===== src/rtl/uart_tx_fifo.sv =====
// uart_tx_fifo: 64-deep byte FIFO feeding an 8N1 UART transmitter.
// Define UART_TX_PARITY_EN for an 8E1 frame with an even-parity bit after the data.
module uart_tx_fifo #(
    parameter int CLK_FREQ = 100_000_000,
    parameter int BAUD     = 9600,
    parameter int ADDR_W   = 6
) (
    input  logic              clk,
    input  logic              reset_n,
    input  logic              wr_en,
    input  logic [7:0]        wr_data,
    output logic              full,
    output logic              empty,
    output logic [ADDR_W:0]   count,
    output logic              overflow,
    output logic              tx,
    output logic              tx_busy
);
    localparam int BAUD_DIV = CLK_FREQ / BAUD;
    localparam int DEPTH    = 1 << ADDR_W;
    localparam int CW       = $clog2(BAUD_DIV);

    typedef enum logic [2:0] {
        IDLE,
        START,
        DATA,
`ifdef UART_TX_PARITY_EN
        PARITY,
`endif
        STOP
    } state_t;

    state_t              state_q, state_d;
    logic [7:0]          mem [DEPTH];
    logic [ADDR_W-1:0]   wr_ptr_q, wr_ptr_d, rd_ptr_q, rd_ptr_d;
    logic [ADDR_W:0]     count_q, count_d;
    logic                full_q, empty_q, overflow_q, tx_q, tx_d, busy_q;
    logic [CW-1:0]       baud_q, baud_d;
    logic [2:0]          bit_q, bit_d;
    logic [7:0]          sh_q, sh_d;
    logic                push, pop, bit_end;
`ifdef UART_TX_PARITY_EN
    logic                par_q, par_d;
`endif

    always_comb begin
        push     = wr_en && !full_q;
        pop      = (state_q == IDLE) && !empty_q;
        bit_end  = baud_q == CW'(BAUD_DIV - 1);
        wr_ptr_d = push ? wr_ptr_q + ADDR_W'(1) : wr_ptr_q;
        rd_ptr_d = pop ? rd_ptr_q + ADDR_W'(1) : rd_ptr_q;
        count_d  = count_q + (ADDR_W+1)'(push) - (ADDR_W+1)'(pop);
        state_d  = state_q;
        baud_d   = (state_q == IDLE || bit_end) ? '0 : baud_q + CW'(1);
        bit_d    = bit_q;
        sh_d     = sh_q;
`ifdef UART_TX_PARITY_EN
        par_d    = par_q;
`endif
        case (state_q)
            IDLE: if (pop) begin
                state_d = START;
                sh_d    = mem[rd_ptr_q];
`ifdef UART_TX_PARITY_EN
                par_d   = ^mem[rd_ptr_q];
`endif
            end
            START: if (bit_end) begin
                state_d = DATA;
                bit_d   = '0;
            end
            DATA: if (bit_end) begin
                sh_d  = sh_q >> 1;
                bit_d = bit_q + 3'd1;
`ifdef UART_TX_PARITY_EN
                if (bit_q == 3'd7) state_d = PARITY;
`else
                if (bit_q == 3'd7) state_d = STOP;
`endif
            end
`ifdef UART_TX_PARITY_EN
            PARITY: if (bit_end) state_d = STOP;
`endif
            STOP: if (bit_end) state_d = IDLE;
            default: state_d = IDLE;
        endcase
        // tx is registered from the current state, so the line lags the FSM by one clock
`ifdef UART_TX_PARITY_EN
        tx_d = state_q == START ? 1'b0 : state_q == DATA ? sh_q[0] : state_q == PARITY ? par_q : 1'b1;
`else
        tx_d = state_q == START ? 1'b0 : state_q == DATA ? sh_q[0] : 1'b1;
`endif
    end

    always_ff @(posedge clk) begin
        if (push) mem[wr_ptr_q] <= wr_data;
    end

    always_ff @(posedge clk or negedge reset_n) begin
        if (!reset_n) begin
            state_q    <= IDLE;
            wr_ptr_q   <= '0;
            rd_ptr_q   <= '0;
            count_q    <= '0;
            full_q     <= 1'b0;
            empty_q    <= 1'b1;
            overflow_q <= 1'b0;
            baud_q     <= '0;
            bit_q      <= '0;
            sh_q       <= '0;
            tx_q       <= 1'b1;
            busy_q     <= 1'b0;
`ifdef UART_TX_PARITY_EN
            par_q      <= 1'b0;
`endif
        end else begin
            state_q    <= state_d;
            wr_ptr_q   <= wr_ptr_d;
            rd_ptr_q   <= rd_ptr_d;
            count_q    <= count_d;
            full_q     <= count_d == (ADDR_W+1)'(DEPTH);
            empty_q    <= count_d == '0;
            overflow_q <= wr_en && full_q;
            baud_q     <= baud_d;
            bit_q      <= bit_d;
            sh_q       <= sh_d;
            tx_q       <= tx_d;
            busy_q     <= state_q != IDLE;
`ifdef UART_TX_PARITY_EN
            par_q      <= par_d;
`endif
        end
    end

    assign full     = full_q;
    assign empty    = empty_q;
    assign count    = count_q;
    assign overflow = overflow_q;
    assign tx       = tx_q;
    assign tx_busy  = busy_q;
endmodule


===== config.mk =====
export PLATFORM = sky130hd
export DESIGN_NAME = uart_tx_fifo
export DESIGN_NICKNAME = d
export VERILOG_FILES = /design/src/rtl/uart_tx_fifo.sv
export SDC_FILE = /design/constraint.sdc
export NUM_CORES = 1
export LEC_CHECK = 0
export CAP_MARGIN = 20
export CORE_ASPECT_RATIO = 1.75
export CORE_UTILIZATION = 50
export DETAILED_ROUTE_END_ITERATION = 16
export PLACE_DENSITY_LB_ADDON = 0.3
export SLEW_MARGIN = 20
export SYNTH_ARGS = -nofsm -noshare
export SYNTH_HDL_FRONTEND = slang
export SYNTH_SLANG_ARGS = --single-unit
export TNS_END_PERCENT = 1

===== constraint.sdc =====
create_clock -name clk -period 4.8 [get_ports clk]
set_clock_uncertainty 0.1 [all_clocks]
set_input_delay 0.96 -clock clk [delete_from_list [all_inputs] [get_ports clk]]
set_output_delay 0.96 -clock clk [all_outputs]
set_load 0.005 [all_outputs]

==> results of run 1 <==
## worst max-delay path: cells and delay by family
kind / cells / cell delay [ns]
XOR/XNOR: 1 / 0.18
AO/OA/AOI/OAI: 4 / 0.70
adder cells (fa/ha/maj): 3 / 0.94
buffers and inverters: 4 / 0.82
AND/OR/NAND/NOR: 2 / 0.30
## routing by layer
layer	part of all wire (%)	up-vias	track usage, %
met3	4.2	92	2.29
li1	-	4786	-
met4	4.1	0	9.55
met5	0	-	0
met1	39	5758	26.7
met2	53	360	38.8
## kinds of logic (layout without fill, tap and decap cells)
| logic type | Yosys count | count (layout) | synth area share, % |
|---|---|---|---|
| xor gates and xnor gates | 26 | 26 | 1.02 |
| and+or+nand+nor | 198 | 198 | 4.09 |
| AOI/OAI and AO/OA | 118 | 118 | 3.89 |
| buffers and inverters | 92 | 157 | 2.10 |
| adders and majority gates | 17 | 17 | 0.983 |
| muxes | 166 | 166 | 13.6 |
| DFF | 563 | 563 | 74.3 |
## area by class of cell
class	instances	area share (%)
inverter	21	0.318
sequential	563	67.2
timing repair buffer	52	1.66
multi-input combinational	525	21.3
tap	572	2.88
clock inverter	23	1.46
clock buffer	61	5.19
## stage by stage
| stage | utilization, % | instances | hold WS [ns] | cell area (um^2) | worst slack [ns] |
|---|---|---|---|---|---|
| 2_1_floorplan | - | 1180 | 0.324 | 22400 | 1.32 |
| 3_3_place_gp | 52.3 | 1733 | 0.338 | 23200 | 0.807 |
| 3_5_place_dp | 52.3 | 1733 | 0.351 | 23200 | 0.774 |
| 4_1_cts | 56.0 | 1817 | 0.359 | 24800 | 1.32 |
| 5_1_grt | 56.0 | 1817 | 0.382 | 24800 | 1.13 |
| 6_report | 56.0 | 1817 | 0.358 | 24800 | 1.28 |
## registers in the layout, summed over array words and instances, names as in the netlist
| register | flops |
|---|---|
| count | 7 |
| state_q | 2 |
| full | 1 |
| empty | 1 |
| baud_q | 14 |
| overflow | 1 |
| wr_ptr_q | 6 |
| tx | 1 |
| sh_q | 8 |
| bit_q | 3 |
| tx_busy | 1 |
| rd_ptr_q | 6 |
| mem | 512 |
## cell usage in the layout, fill, tap and decap left out, types with 9 or more instances in the layout
cell             instances
buf_2                    9
o221ai_1                12
clkdlybuf4s50_1         13
mux2i_1                 52
ha_1                    16
buf_4                   29
xnor2_1                 14
bufinv_16                9
clkbuf_16               46
nor2_1                  89
nand3_1                 14
dfrtp_1                 46
edfxtp_1               512
a211oi_1                14
nand4_1                  9
a21oi_1                 19
xor2_1                  12
a22o_1                   9
inv_1                   21
o22ai_1                 11
nand2_1                 42
a22oi_1                 19
mux4_2                 101
## worst min path at each step
stage | startpoint | endpoint | slack [ns] | cells after the start
after floorplan | baud_q[0] | baud_q[0] | 0.32 | 1
after global placement | baud_q[0] | baud_q[0] | 0.34 | 1
after detailed placement | baud_q[0] | baud_q[0] | 0.35 | 1
after CTS | baud_q[0] | baud_q[0] | 0.36 | 1
after global routing | baud_q[0] | baud_q[0] | 0.38 | 1
final | baud_q[0] | baud_q[0] | 0.36 | 1
## report_power, final
part           leakage [nW]  switching (W)  internal [W]
clock network         0.800        0.00170       0.00238
registers              5.24       0.000142       0.00557
logic                  2.29       0.000594      0.000339
==> metrics, run 1 <==
status completed; IO Pins 23; clk_lat worst skew 0.57 ns; cells along the critical path clkdlybuf4s50_1 > nor2b_1 > buf_4 > inv_1 > ha_1 > inv_1 > ha_1 > fa_1 > a21o_1 > a21oi_1 > o21bai_1 > a21oi_1 > xnor2_1 > nor2b_1; Sink Count 563; first-pass GRT wire length 72,000 um; die area 0.0457 mm^2; Max VDD drop 0.000473 V; setup TNS 0 ns; DIE HEIGHT 282 um; TritonCTS clock tree yes; Avg Inst Size Synth 19.0 um^2; remaining global-route overflow 0; CP Launch Point wr_en; Leakage Power 8.33 nW; RR Startpoint state_q[0]; Total Routing Usage GR 21.7%; Vias/cell 6.05; CORE AREA 0.0443 mm^2; DRC viols 0; final worst-path cycle share 73.3%; final wirelength 48,200 um; largest net degree at the start of global routing 56; # diodes 0; RSZ-0062 raised after global routing no; leading area contributor after synthesis edfxtp_1; Critical Path RT 5.19 ns; Synth top cells by count edfxtp_1 (512), mux4_2 (101), nor2_1 (90), mux2i_1 (52), dfrtp_1 (49); fmax 284 MHz; hold crit path type flip-flop to flip-flop; final-report hold violation count 0; cells after synthesis 1,180; Crit-path slowest cell clkdlybuf4s50_1; most frequent cell after synthesis edfxtp_1; CP max FO 10; post-route ant nets 0; PD cells 433 mW/mm^2; Wirelength per Cell 26.5 um; post-layout net count 1,237; # rows 102; synth top area cells edfxtp_1 (69%), mux4_2 (10%), dfrtp_1 (5.5%), mux2i_1 (2.3%), nor2_1 (1.5%); Critical Path End Type flip-flop; CP Data Arrival Time 3.91 ns; synth warn 0; total power 0.0107 W; Worst path max stage delay 0.46 ns; gpl congestion 0.843; multi-input gate area in the final layout 0.00529 mm^2; vias 11,000; die width 162 um; max-cap violations 0; Yosys cell types 54; Post-synth EDFFs 512; r2r endpoint full; initial DRC count 957; Initial Util 50.6%; post-synthesis sequential area ratio 74.3%; crit path kind primary input to flip-flop; Final setup viols 0; Hold Buf Count CTS 0; proportion of layout cells with a drive suffix above 1 19.5%; DP HPWL 31,300 um; area growth from synthesis to layout 10.7%; Storage cell area 0.0167 mm^2; H-tree Lvls 2; Setup crit end full; CTS max path bufs 3; top_reg_cell synth edfxtp_1; Final Max Tran Viols 0; Period minus WS final 3.52 ns; # Post-CTS Setup Buffers 0; initial antenna violation count 0; cts bufs inserted 46; r2r setup slk 1.57 ns; Netlist Area Pre-Place 0.0224 mm^2; Max-Slew Margin vs Limit 33.9%; FILL cells 3,271; clock root buffer clkbuf_16; vias in the first global route 11,200; I/O Buffers 22; post-synth top area share 68.6%; PostCTS Resize Cnt 0; clock slew at the register clock pins of the worst setup and hold paths 0.07 ns; async set-reset flop share out of synthesis 9.06%; Worst-Margin Slew 0.987 ns; Startpoint Class primary input; Synthesized Nets 1,208; R2R cell count 14; post-synthesis register bit count 563; First-pass DRT Iterations 7
Power figures use the tool's default switching activity.
==> run 2, diff against run 1 <==
==> constraint.sdc (replaced) <==
create_clock -name clk -period 3.5 [get_ports clk]
set_clock_uncertainty 0.1 [all_clocks]
set_input_delay 0.7 -clock clk [delete_from_list [all_inputs] [get_ports clk]]
set_output_delay 0.7 -clock clk [all_outputs]
set_load 0.005 [all_outputs]
==> metrics, run 2 (synthesis results as in run 1) <==
Period minus WS final 3.17 ns; GRT met3 Usage 2.95%; RR Startpoint state_q[0]; fmax 315 MHz; max-cap violations 0; clock root buffer clkbuf_16; Worst-Margin Slew 0.976 ns; CP max FO 6; DRC viols 0; gr busiest metal met2; placed cell areas 0.0238 mm^2; Wirelength per Cell 25.9 um; area growth from synthesis to layout 13.4%; fin cells 1,903; commonest cells after routing, fill and taps aside edfxtp_1 (512), buf_4 (109), mux4_2 (101), nor2_1 (89), mux2i_1 (52); clock slew at the register clock pins of the worst setup and hold paths 0.07 ns; initial antenna violation count 0; CTS max path bufs 3; commonest non-fill, non-tap cell in the layout edfxtp_1; CORE AREA 0.0443 mm^2; Hold Buf Count CTS 0; final wirelength 49,300 um; Max-Slew Margin vs Limit 34.7%; M2 GR Usage 40.4%; Initial Util 50.6%; die area 0.0457 mm^2; die width 162 um; DP HPWL 32,200 um; largest net degree at the start of global routing 65; Vias/cell 5.96; DIE HEIGHT 282 um; biggest regs mem x512, baud_q x14, sh_q x8; H-tree Lvls 2; hold crit path type primary input to asynchronous set/reset pin; Final setup viols 0; Biggest register mem; post-route ant nets 0; placed cells 1,815; vias in the first global route 11,900; post-route cell area 0.0254 mm^2; # rows 102; final-report hold violation count 0; sw power 0.00326 W; vias 11,300; crit path kind flip-flop to flip-flop; Critical Path RT 3.89 ns; first-pass GRT wire length 73,800 um; RSZ-0062 raised after global routing no; P_int 0.0113 W; Placement Setup Slack -0.0775 ns; setup TNS 0 ns; initial DRC count 964; met1 Track Usage GR 26.3%; Total Routing Usage GR 22.3%; First-pass DRT Iterations 5; switching part of the total power 22.4%; proportion of layout cells with a drive suffix above 1 24.0%; I/O Buffers 22; R2R cell count 14; IO Pins 23; gpl congestion 0.900; PostCTS Resize Cnt 0; # diodes 0; Startpoint Class flip-flop; CP Launch Point state_q[0]; max reg flops 512; cts bufs inserted 48; # Post-CTS Setup Buffers 0; PD cells 572 mW/mm^2; Leakage Power 8.74 nW; Max VDD drop 0.000442 V; TritonCTS clock tree yes; post-layout net count 1,321; remaining global-route overflow 0; Reg power frac 53.7%; Clock power frac 37.2%; clk_lat worst skew 0.56 ns; final worst slack 0.327 ns; status completed; CP Data Arrival Time 3.57 ns; Final Max Tran Viols 0; Critical Path End Type flip-flop; Sink Count 563; final worst-path cycle share 90.6%; combinational share of power 9.1%
==> run 2: changes by cell type in the layout (fill, tap and decap cells not counted), moves of 2 or more <==
cell        before  now
clkinv_1         3    8
buf_2            9    7
bufinv_16        9    6
clkinvlp_2       0    2
buf_4           29  109
clkinvlp_4       3    1
buf_12           1    5
clkbuf_16       46   49
clkbuf_1         7   12
clkbuf_8         8    4
==> run 2: worst paths after layout <==
check / endpoint / slack, ns
max: full / 0.33
max reg2reg: full / 0.33
max in group asynchronous: tx / 2.39
min: count[1] / 0.09
min in group clk: baud_q[0] / 0.36
min reg2reg: baud_q[0] / 0.36
==> run 2: per-layer routing <==
| layer | routed length, um | share of wire (%) | up-vias |
|---|---|---|---|
| met5 | 0 | 0 | - |
| li1 | - | - | 4946 |
| met3 | 2480 | 5.0 | 106 |
| met4 | 2030 | 4.1 | 0 |
| met2 | 26800 | 54 | 365 |
| met1 | 18000 | 36 | 5926 |
==> run 2: per-stage QoR <==
step	power, W	utilization [%]	hold WS [ns]
2_1_floorplan	0.00869	-	0.304
3_3_place_gp	0.00923	53.8	0.341
3_5_place_dp	0.00927	53.8	0.355
4_1_cts	0.0146	57.4	0.0979
5_1_grt	0.0150	57.4	0.135
6_report	0.0145	57.4	0.0887
==> run 2: layout make-up <==
| type | instances | area (um^2) |
|---|---|---|
| fill | 3173 | 18900 |
| sequential | 563 | 16700 |
| multi-input combinational | 525 | 5290 |
| clock buffer | 65 | 1330 |
| timing repair buffer | 134 | 1080 |
| tap | 572 | 716 |
| clock inverter | 23 | 262 |
| inverter | 21 | 78.8 |
==> run 2: power groups by stage <==
| stage | logic, W | registers [W] | clock network (W) |
|---|---|---|---|
| 2_1_floorplan | 0.000826 | 0.00786 | 0 |
| 3_3_place_gp | 0.00129 | 0.00794 | 0 |
| 3_5_place_dp | 0.00132 | 0.00795 | 0 |
| 4_1_cts | 0.00133 | 0.00781 | 0.00549 |
| 5_1_grt | 0.00145 | 0.00783 | 0.00575 |
| 6_report | 0.00132 | 0.00781 | 0.00541 |
==> run 2: worst max-delay path, stage by stage (launching register included) <==
cell and delay, ns:
dfrtp_1 0.38, inv_1 0.09, ha_1 0.24, nand2b_1 0.16
inv_1 0.16, ha_1 0.31, inv_1 0.04, ha_1 0.20
fa_1 0.41, a21o_1 0.17, a21oi_1 0.21, o21bai_1 0.10
a21oi_1 0.19, xnor2_1 0.18, nor2b_1 0.17
